==> src/rtl/keyboard_ahb_buf_pkg.sv <==
// Shared constants for the keypad event buffer: register map, STATUS/CTRL/CMD
// bit positions and the key-valid bit of the scanner output.
package keyboard_buf_pkg;

   typedef enum logic [1:0] {
      REG_DATA   = 2'd0,
      REG_STATUS = 2'd1,
      REG_CTRL   = 2'd2,
      REG_CMD    = 2'd3
   } reg_sel_e;

   localparam logic [3:0] OFF_DATA   = 4'h0;
   localparam logic [3:0] OFF_STATUS = 4'h4;
   localparam logic [3:0] OFF_CTRL   = 4'h8;
   localparam logic [3:0] OFF_CMD    = 4'hC;

   localparam int ST_EMPTY     = 0;
   localparam int ST_FULL      = 1;
   localparam int ST_OVF       = 2;
   localparam int ST_COUNT_LSB = 4;
   localparam int ST_COUNT_W   = 5;

   localparam int CTRL_EN     = 0;
   localparam int CTRL_IRQ_EN = 1;

   localparam int CMD_FLUSH   = 0;
   localparam int CMD_CLR_OVF = 2;

   localparam int DATA_VALID_BIT = 8;
   localparam int KEY_VALID_BIT  = 4;

   function automatic reg_sel_e addr_to_sel(input logic [1:0] a_word);
      reg_sel_e sel;
      case ({a_word, 2'b00})
         OFF_DATA:   sel = REG_DATA;
         OFF_STATUS: sel = REG_STATUS;
         OFF_CTRL:   sel = REG_CTRL;
         OFF_CMD:    sel = REG_CMD;
         default:    sel = REG_DATA;
      endcase
      return sel;
   endfunction

endpackage

==> src/rtl/keyboard_ahb_buf_if.sv <==
// AHB-Lite peripheral-bus bundle between the CPU fabric and the keypad buffer.
interface keyboard_ahb_buf_if;
   logic        HSEL;
   logic [31:0] HADDR;
   logic [1:0]  HTRANS;
   logic        HWRITE;
   logic [2:0]  HSIZE;
   logic [31:0] HWDATA;
   logic        HREADY;
   logic [31:0] HRDATA;
   logic        HREADYOUT;
   logic        HRESP;

   modport slave (
      input  HSEL, HADDR, HTRANS, HWRITE, HSIZE, HWDATA, HREADY,
      output HRDATA, HREADYOUT, HRESP
   );

   modport master (
      output HSEL, HADDR, HTRANS, HWRITE, HSIZE, HWDATA, HREADY,
      input  HRDATA, HREADYOUT, HRESP
   );
endinterface

==> src/rtl/keyboard_ahb_buf_key_fifo.sv <==
// Synchronous FIFO of 4-bit key codes; a push into a full FIFO is accepted
// only when a pop happens in the same cycle. Flush wins over push and pop.
module key_fifo #(
   parameter int DEPTH = 8
) (
   input  logic                       clk,
   input  logic                       rst_n,
   input  logic                       push,
   input  logic                       pop,
   input  logic                       flush,
   input  logic [3:0]                 din,
   output logic [3:0]                 dout,
   output logic                       empty,
   output logic                       full,
   output logic [$clog2(DEPTH):0]     count
);
   localparam int AW = $clog2(DEPTH);
   localparam int CW = AW + 1;

   logic [3:0]    r_mem [DEPTH];
   logic [AW-1:0] r_wptr;
   logic [AW-1:0] r_rptr;
   logic [CW-1:0] r_count;
   logic          w_do_pop;
   logic          w_do_push;

   assign empty     = (r_count == '0);
   assign full      = (r_count == CW'(DEPTH));
   assign count     = r_count;
   assign dout      = r_mem[r_rptr];
   assign w_do_pop  = pop & ~empty & ~flush;
   assign w_do_push = push & (~full | w_do_pop) & ~flush;

   always_ff @(posedge clk) begin
      if (w_do_push) begin
         r_mem[r_wptr] <= din;
      end
   end

   always_ff @(posedge clk or negedge rst_n) begin
      if (!rst_n) begin
         r_wptr  <= '0;
         r_rptr  <= '0;
         r_count <= '0;
      end else if (flush) begin
         r_wptr  <= '0;
         r_rptr  <= '0;
         r_count <= '0;
      end else begin
         if (w_do_push) r_wptr <= r_wptr + 1'b1;
         if (w_do_pop)  r_rptr <= r_rptr + 1'b1;
         case ({w_do_push, w_do_pop})
            2'b10:   r_count <= r_count + 1'b1;
            2'b01:   r_count <= r_count - 1'b1;
            default: r_count <= r_count;
         endcase
      end
   end
endmodule

==> src/rtl/keyboard_ahb_buf.sv <==
// AHB-Lite slave that queues new key presses from the matrix scanner and lets
// the CPU drain them through DATA/STATUS/CTRL/CMD registers with a level IRQ.
module keyboard_ahb_buf
   import keyboard_buf_pkg::*;
#(
   parameter int DEPTH = 8
) (
   input  logic                      HCLK,
   input  logic                      RSTn,
   input  logic [4:0]                key_disp,
   keyboard_ahb_buf_if.slave         ahb,
   output logic                      key_irq
);
   localparam int CW = $clog2(DEPTH) + 1;

   logic [4:0]    r_prev;
   logic          r_dp_valid;
   logic          r_dp_write;
   reg_sel_e      r_dp_sel;
   logic          r_en;
   logic          r_irq_en;
   logic          r_ovf;
   logic          r_irq;

   logic          w_key_new;
   logic          w_rd;
   logic          w_wr;
   logic          w_pop;
   logic          w_flush;
   logic          w_clr_ovf;
   logic          w_ovf_set;
   logic [3:0]    w_dout;
   logic          w_empty;
   logic          w_full;
   logic [CW-1:0] w_count;
   logic [31:0]   w_rdata;
   logic          w_unused;

   // A held key re-registers into r_prev every cycle, so only a fresh press or
   // a code change while held looks new.
   assign w_key_new = r_en & key_disp[KEY_VALID_BIT] &
                      (~r_prev[KEY_VALID_BIT] | (key_disp[3:0] != r_prev[3:0]));

   assign w_rd      = r_dp_valid & ~r_dp_write;
   assign w_wr      = r_dp_valid &  r_dp_write;
   assign w_pop     = w_rd & (r_dp_sel == REG_DATA) & ~w_empty;
   assign w_flush   = w_wr & (r_dp_sel == REG_CMD) & ahb.HWDATA[CMD_FLUSH];
   assign w_clr_ovf = w_wr & (r_dp_sel == REG_CMD) & ahb.HWDATA[CMD_CLR_OVF];
   assign w_ovf_set = w_key_new & w_full & ~w_pop & ~w_flush;

   key_fifo #(.DEPTH(DEPTH)) u_fifo (
      .clk   (HCLK),
      .rst_n (RSTn),
      .push  (w_key_new),
      .pop   (w_pop),
      .flush (w_flush),
      .din   (key_disp[3:0]),
      .dout  (w_dout),
      .empty (w_empty),
      .full  (w_full),
      .count (w_count)
   );

   always_ff @(posedge HCLK or negedge RSTn) begin
      if (!RSTn) begin
         r_prev     <= '0;
         r_dp_valid <= 1'b0;
         r_dp_write <= 1'b0;
         r_dp_sel   <= REG_DATA;
      end else begin
         r_prev <= key_disp;
         if (ahb.HREADY) begin
            r_dp_valid <= ahb.HSEL & ahb.HTRANS[1];
            r_dp_write <= ahb.HWRITE;
            r_dp_sel   <= addr_to_sel(ahb.HADDR[3:2]);
         end
      end
   end

   always_ff @(posedge HCLK or negedge RSTn) begin
      if (!RSTn) begin
         r_en     <= 1'b0;
         r_irq_en <= 1'b0;
         r_ovf    <= 1'b0;
         r_irq    <= 1'b0;
      end else begin
         if (w_wr && r_dp_sel == REG_CTRL) begin
            r_en     <= ahb.HWDATA[CTRL_EN];
            r_irq_en <= ahb.HWDATA[CTRL_IRQ_EN];
         end
         // A drop in the same cycle as a clear still leaves the flag set.
         if (w_ovf_set)      r_ovf <= 1'b1;
         else if (w_clr_ovf) r_ovf <= 1'b0;
         r_irq <= r_irq_en & ~w_empty;
      end
   end

   always_comb begin
      w_rdata = '0;
      if (w_rd) begin
         case (r_dp_sel)
            REG_DATA: begin
               if (!w_empty) begin
                  w_rdata[3:0]           = w_dout;
                  w_rdata[DATA_VALID_BIT] = 1'b1;
               end
            end
            REG_STATUS: begin
               w_rdata[ST_EMPTY] = w_empty;
               w_rdata[ST_FULL]  = w_full;
               w_rdata[ST_OVF]   = r_ovf;
               w_rdata[ST_COUNT_LSB +: ST_COUNT_W] = ST_COUNT_W'(w_count);
            end
            REG_CTRL: begin
               w_rdata[CTRL_EN]     = r_en;
               w_rdata[CTRL_IRQ_EN] = r_irq_en;
            end
            default: w_rdata = '0;
         endcase
      end
   end

   assign ahb.HRDATA    = w_rdata;
   assign ahb.HREADYOUT = 1'b1;
   assign ahb.HRESP     = 1'b0;
   assign key_irq       = r_irq;

   assign w_unused = ^{ahb.HSIZE, ahb.HADDR[31:4], ahb.HADDR[1:0],
                       ahb.HTRANS[0], ahb.HWDATA[31:3]};
endmodule
==> src/flat_wrapper.sv <==
// flat-port wrapper written by rule: the top's interface ports become plain ports
module keyboard_ahb_buf_flat import keyboard_buf_pkg::*;
#(
   parameter int DEPTH = 8
)
  (HCLK, RSTn, key_disp, key_irq, ahb_HSEL, ahb_HADDR, ahb_HTRANS, ahb_HWRITE, ahb_HSIZE, ahb_HWDATA, ahb_HREADY, ahb_HRDATA, ahb_HREADYOUT, ahb_HRESP);
  keyboard_ahb_buf_if ahb_i ();
  input  logic HCLK;
  input  logic RSTn;
  input  logic [4:0] key_disp;
  output logic key_irq;
  input wire logic [$bits(ahb_i.HSEL)-1:0] ahb_HSEL;
  input wire logic [$bits(ahb_i.HADDR)-1:0] ahb_HADDR;
  input wire logic [$bits(ahb_i.HTRANS)-1:0] ahb_HTRANS;
  input wire logic [$bits(ahb_i.HWRITE)-1:0] ahb_HWRITE;
  input wire logic [$bits(ahb_i.HSIZE)-1:0] ahb_HSIZE;
  input wire logic [$bits(ahb_i.HWDATA)-1:0] ahb_HWDATA;
  input wire logic [$bits(ahb_i.HREADY)-1:0] ahb_HREADY;
  output wire logic [$bits(ahb_i.HRDATA)-1:0] ahb_HRDATA;
  output wire logic [$bits(ahb_i.HREADYOUT)-1:0] ahb_HREADYOUT;
  output wire logic [$bits(ahb_i.HRESP)-1:0] ahb_HRESP;
  assign ahb_i.HSEL = ahb_HSEL;
  assign ahb_i.HADDR = ahb_HADDR;
  assign ahb_i.HTRANS = ahb_HTRANS;
  assign ahb_i.HWRITE = ahb_HWRITE;
  assign ahb_i.HSIZE = ahb_HSIZE;
  assign ahb_i.HWDATA = ahb_HWDATA;
  assign ahb_i.HREADY = ahb_HREADY;
  assign ahb_HRDATA = ahb_i.HRDATA;
  assign ahb_HREADYOUT = ahb_i.HREADYOUT;
  assign ahb_HRESP = ahb_i.HRESP;
  keyboard_ahb_buf #(.DEPTH(DEPTH)) u_core (.HCLK(HCLK), .RSTn(RSTn), .key_disp(key_disp), .ahb(ahb_i), .key_irq(key_irq));
endmodule
==> config.mk <==
export PLATFORM = sky130hd
export DESIGN_NAME = keyboard_ahb_buf_flat
export DESIGN_NICKNAME = d
export VERILOG_FILES = /design/src/rtl/keyboard_ahb_buf_pkg.sv /design/src/rtl/keyboard_ahb_buf_if.sv /design/src/rtl/keyboard_ahb_buf_key_fifo.sv /design/src/rtl/keyboard_ahb_buf.sv /design/src/flat_wrapper.sv
export SDC_FILE = /design/constraint.sdc
export NUM_CORES = 1
export LEC_CHECK = 0
export BUFFER_PORTS_ARGS = -buffer_cell sky130_fd_sc_hd__buf_2
export CELL_PAD_IN_SITES_DETAIL_PLACEMENT = 0
export CELL_PAD_IN_SITES_GLOBAL_PLACEMENT = 1
export CORE_ASPECT_RATIO = 1.25
export CORE_MARGIN = 10
export CORE_UTILIZATION = 33
export CTS_CLUSTER_SIZE = 16
export DETAILED_ROUTE_END_ITERATION = 10
export HOLD_SLACK_MARGIN = 0.05
export PLACE_DENSITY_LB_ADDON = 0.1
export SLEW_MARGIN = 20
export SYNTH_ARGS = -nofsm -noshare
export SYNTH_HDL_FRONTEND = slang
export SYNTH_SLANG_ARGS = --single-unit
==> constraint.sdc <==
create_clock -name HCLK -period 2.5 [get_ports HCLK]
set_input_delay 0.125 -clock HCLK [delete_from_list [all_inputs] [get_ports HCLK]]
set_output_delay 0.125 -clock HCLK [all_outputs]
set_load 0.03 [all_outputs]
---- Word-level counts from Yosys, hierarchy flattened ----
Memory sizes are Yosys's and may differ from the RTL's.
Cells that the tools add are included.
storage, ports and cells
  output and inout port bits .............. 35
  word-level logic and storage cells ...... 79
  bits in writable memories ............... 32
  memories kept ........................... 1
  flip-flop bits (word level) ............. 23
operators by class
  bitwise logic cells ..................... 26
  add/sub/neg operators ................... 4
  equal/unequal tests ..................... 10
  muxes and demuxes ....................... 19
  reduce and logical (&&, ||, !) cells .... 8
memories
  memory               depth  width  read ports  clocked after Yosys merged registers in  wr ports  RTL line                         RTL
  u_core.u_fifo.r_mem  8      4      1           0                                        1         keyboard_ahb_buf_key_fifo.sv:20  logic [3:0] r_mem [DEPTH];
operator list
  operator             count
  $and 1x1->1          18
  $mux 3               4
  $mux 4               3
  $eq 2x2->1 const B   5
  $mux 9               1
  $pmux 2 s4           1
  $pmux 4 s2           1
  $mux 1               7
  $add 3x1->3 const B  2
  $eq 2x1->1 const B   3
  $not 1->1            6
  $pmux 2 s3           1
  $reduce_bool 2->1    3
  $add 4x1->4 const B  1
  $eq 4x4->1 const B   1
  $logic_not 2->1      2
  $logic_not 4->1      1
  $ne 4x4->1           1
  $sub 4x1->4 const B  1
  $reduce_bool 3->1    1
  $or 1x1->1           2
  $pmux 1 s2           1
  $logic_and 1x1->1    1

---- Logic depth before layout (Yosys ltp) ----
  depth after elaboration ................. 12
  mapped depth ............................ 13

---- Modules after synthesis ----
Synthesis repeated with hierarchy kept, for this count alone.
second synthesis, totals
  cells, all modules ...................... 202
  area, all modules ....................... 2737.6 um^2
by module, submodules not included
  module            area an instance (um^2)  seq. area each (um^2)  instances  cells each
  key_fifo          1916.8                   1211.2                 1          119
  keyboard_ahb_buf  820.8                    325.3                  1          83

---- Worst setup path after synthesis ----
Ideal clock, no wire load.
  kind .................................... register -> register
  from .................................... register u_core.u_fifo.r_count[0] (netlist: u_core.u_fifo.count[0])
  to ...................................... register u_core.u_fifo.r_count[3] (netlist: u_core.u_fifo.count[3])
  setup slack ............................. -142 ps
  cell stages (with the launch flop) ...... 14
  path buffers ............................ 2
  required time ........................... 2372 ps
  arrival ................................. 2514 ps
  path through ............................ dfrtp_1 > buf_6 > nor4_4 > or4_4 > buf_8 > inv_6 > and2_2 > ha_1 > a21o_1 > a21oi_1 > or2_0 > o311a_1 > a211oi_2 > o21ai_1
on the way
  longest elaborated chain between the ends .. 11
  elaborated cells between the ends (all ways) .. 17
ends and longest elaborated chain
  what                                      RTL line                                                 RTL
  from (decl)                               keyboard_ahb_buf_key_fifo.sv:23                          logic [CW-1:0] r_count;
  from (signal assigned)                    keyboard_ahb_buf_key_fifo.sv:53                          2'b10: r_count <= r_count + 1'b1;
  from (signal assigned)                    keyboard_ahb_buf_key_fifo.sv:54                          2'b01: r_count <= r_count - 1'b1;
  from (signal assigned)                    keyboard_ahb_buf_key_fifo.sv:55                          default: r_count <= r_count;
  $logic_not 4->1                           keyboard_ahb_buf_key_fifo.sv:27                          assign empty = (r_count == '0);
  $not 1->1                                 keyboard_ahb_buf_key_fifo.sv:31, keyboard_ahb_buf.sv:46
  $and 1x1->1                               keyboard_ahb_buf.sv:46                                   assign w_pop = w_rd & (r_dp_sel == REG_DATA) & ~w_empty;
  $and 1x1->1 (2 in a row)                  keyboard_ahb_buf_key_fifo.sv:31                          assign w_do_pop = pop & ~empty & ~flush;
  $or 1x1->1                                keyboard_ahb_buf_key_fifo.sv:32                          assign w_do_push = push & (~full | w_do_pop) & ~flush;
  $and 1x1->1 (2 in a row)                  keyboard_ahb_buf_key_fifo.sv:32
  $eq 2x1->1 or $eq 2x2->1 (tied branches)  keyboard_ahb_buf_key_fifo.sv:52                          case ({w_do_push, w_do_pop})
  $pmux 4 s2                                keyboard_ahb_buf_key_fifo.sv:52
  $mux 4                                    keyboard_ahb_buf_key_fifo.sv:45                          end else if (flush) begin
Several ways; a longest one is shown, not always the timed one.
A chain may end at the register's enable or synchronous reset.

---- Final worst setup path ----
Ends and elaborated chain as after synthesis.

==> out/qor.csv <==
metric,value,unit
leakage,0.001347,uW
die_area,0.01246,mm2
hold_end,u_core.r_dp_valid,
place_inst,351,
reg2reg_to,u_core.u_fifo.count[3],
cp-start-kind,register,
final-instance-count-excl-fill,369,
end_kind,register,
grt_pass1_wl,9839,um
postPlaceCellArea,0.003073,mm2
relSlewSlack,63.17,%
cts_buffer_depth,2,
core,0.008194,mm2
syn_avg_cell_area,13.10,um2
crit_slowest_cell,dfrtp_1,
antenna_cells,0,
wire_per_inst,16.03,um
worstPathArrival,2600,ps
cpPeakStageDelay,420,ps
ys_warn_count,0,
holdCritStartpoint,ahb_HSEL,
finalHoldViolations,0,
critical_path_class,register to register,
status,"complete, no violations",
finalMaxSlewViolations,0,
drv_cap,0,
drt_iter0_drc,50,
synth-seq-area-share,55.57,%
seq_power_share,45.1,%
netlist_area,0.002765,mm2
ys.flop_type,edfxtp_1,
cp_cell_sequence,nor4_4 -> or4_4 -> inv_8 -> and2_4 -> ha_4 -> a21o_1 -> a21oi_2 -> or2_0 -> o311a_1 -> a211oi_2 -> o21ai_1,
ys_types,50,
grt_pass1_vias,1898,
die_x,101.9,um
worst_clock_skew,12.92,ps
min_path_type,input pin to register,
fillers,807,
postSynthCellCount,211,
overflow,0,
dr.pass1.iters,4,
post_cts_buffers,0,
grt.total_usage,10.13,%
antenna_found_initial,0,
final_area,0.003292,mm2
max_freq,415.3,MHz
drive_gt1_share,32.72,%
power.switching,995.4,uW
drtAntennaViolNets,0,
vdd_drop_max,0.4194,mV
worstPathMaxFanout,3,
tightestPinTransition,552.5,ps
crit_family,simple AND/OR/NAND/NOR gates,
crit_buf_inv,1,
cts_root_buf,clkbuf_8,
rsz0062_at_grt,true,
vias,1664,
rr_worst_depth,11,
hpwl,4534,um
p_per_area,863.6,mW/mm2
area_delta_synth_final,19.05,%
crit_required,2690,ps
pwr-share-comb,35.9,%
insertion_delay,320,ps
place.port_buffers,25,
synth_edf_count,32,
setup_viol,0,
p_clk_share,19.0,%
cts.sinks,55,
die_h,122.3,um
numCtsBuffers,5,
nets,355,
p_int,1848,uW
period_share,96.32,%
holdPathStages,3,
place_congestion,0.7322,
grt_max_degree,24,
async_flop_share,41.82,%
rows,37,
synth-seq-cells,55,
rrSetupSlack,90,ps
p_total,2843,uW
viasPerCell,4.509,
cts_tree,done,
fin_util,40.17,%
period_minus_slack,2408,ps
start_util,33.75,%
drc,0,
pin_count,114,
cts.htree.levels,2,
power.share.switching,35.01,%
timing.rr.start,u_core.u_fifo.count[0],
clk_pin_slew_worst_paths,110,ps
routed_wl,5914,um
==> stage by stage <==
step	hold slack [ps]	setup slack (ps)	TNS, ps
final	51.16	92.11	0
after global routing	58.91	-51.16	-51.16
after CTS	50.84	21.80	0
after detailed placement	148.9	43.12	0
after global placement	151.8	40.36	0
after floorplan	-170.6	-58.35	-58.35
==> worst register-to-register path, delay by kind of cell (launching register included) <==
kind / cells / cell delay [ps]
simple gates: 4 / 880
compound gates: 5 / 710
flops: 1 / 420
fa+ha+maj: 1 / 250
buf+inv: 1 / 30
==> cell type report <==
cell class / count / area (um2) / area share (%)
sequential: 55 / 1539 / 46.75
multi-input combinational: 144 / 1075 / 32.65
timing repair buffer: 63 / 439.2 / 13.34
tap: 97 / 121.4 / 3.687
clock buffer: 5 / 68.82 / 2.090
clock inverter: 3 / 33.78 / 1.026
inverter: 2 / 15.01 / 0.4561
==> power by group through the flow <==
stage	Sequential (uW)	Clock (uW)	Combinational [uW]
global route	1310	607	1150
CTS	1290	563	1030
finish	1280	540	1020
floorplan	1260	0	762
detailed placement	1310	0	1020
global placement	1300	0	1010
==> kinds of logic (layout without fill, tap and decap cells) <==
family          count (synthesis)  count (layout)  synth area share, %
fa+ha+maj                       5               5                2.534
other cells                     2              25               0.2716
xor+xnor                        7               7                2.217
flops                          55              55                55.57
mux                            19              19                10.72
compound gates                 21              21                5.656
simple gates                   67              67                13.71
buf+inv                        35              73                9.321
==> what timing repair did <==
item,4_1_cts,5_1_grt
gates resized for setup,0,2
hold endpoints to repair,32,0
hold buffers,10,0
endpoints found under the setup margin,0,2
==> worst max-delay path by stage <==
stage	end	cells past startpoint	slack (ps)	start
after global routing	u_core.u_fifo.count[3]	11	-50	u_core.u_fifo.count[0]
final	u_core.u_fifo.count[3]	11	90	u_core.u_fifo.count[0]
after detailed placement	u_core.u_fifo.count[3]	11	40	u_core.u_fifo.count[2]
after CTS	u_core.u_fifo.count[3]	11	20	u_core.u_fifo.count[2]
after global placement	u_core.u_fifo.count[3]	11	40	u_core.u_fifo.count[2]
after floorplan	u_core.u_fifo.count[3]	12	-60	u_core.u_fifo.count[2]
==> sequential cells by signal, summed over array words and instances (netlist names) <==
| register | flops |
|---|---|
| u_core.r_dp_sel | 2 |
| u_core.r_en | 1 |
| u_core.key_irq | 1 |
| u_core.r_dp_valid | 1 |
| u_core.r_ovf | 1 |
| u_core.u_fifo.r_rptr | 3 |
| u_core.r_prev | 5 |
| u_core.u_fifo.r_mem | 32 |
| u_core.u_fifo.count | 4 |
| u_core.u_fifo.r_wptr | 3 |
| u_core.r_irq_en | 1 |
| u_core.r_dp_write | 1 |
==> metal layers <==
layer,global-route usage [%],routed length [um],vias to the layer above
met5,0,0,-
li1,-,-,835
met1,10.89,2321,799
met3,2.417,269,4
met2,19.38,3267,26
met4,2.297,56,0
==> cells in the final DEF (no fill, tap or decap), types with 8 or more instances in the layout <==
| cell type | count |
|---|---|
| dlygate4sd3_1 | 10 |
| nand2_1 | 14 |
| nor2_1 | 16 |
| mux4_2 | 8 |
| edfxtp_1 | 32 |
| conb_1 | 25 |
| buf_2 | 25 |
| dfrtp_1 | 21 |
| buf_4 | 27 |
==> cell usage after synthesis (2+ instances only) <==
library cell	n	area, um2
edfxtp_1	32	960.9
nand3_1	6	30.03
a21oi_1	4	20.02
and2_2	2	15.01
and2_1	3	18.77
xnor2_1	6	52.55
clkbuf_1	3	11.26
ha_1	4	50.05
o211ai_1	3	22.52
a21o_1	2	15.01
mux2_2	5	56.30
nand2b_1	2	12.51
mux2i_1	6	60.06
dfrtp_1	23	575.6
nor4_1	3	18.77
mux4_2	8	180.2
nor2_1	16	60.06
nand2_1	14	52.55
conb_1	2	7.510
a221oi_1	2	17.52
o21ai_0	4	20.02
nor3_1	6	30.03
buf_4	27	202.7
nor2b_1	2	12.51
(Power assumes the default switching activity.)
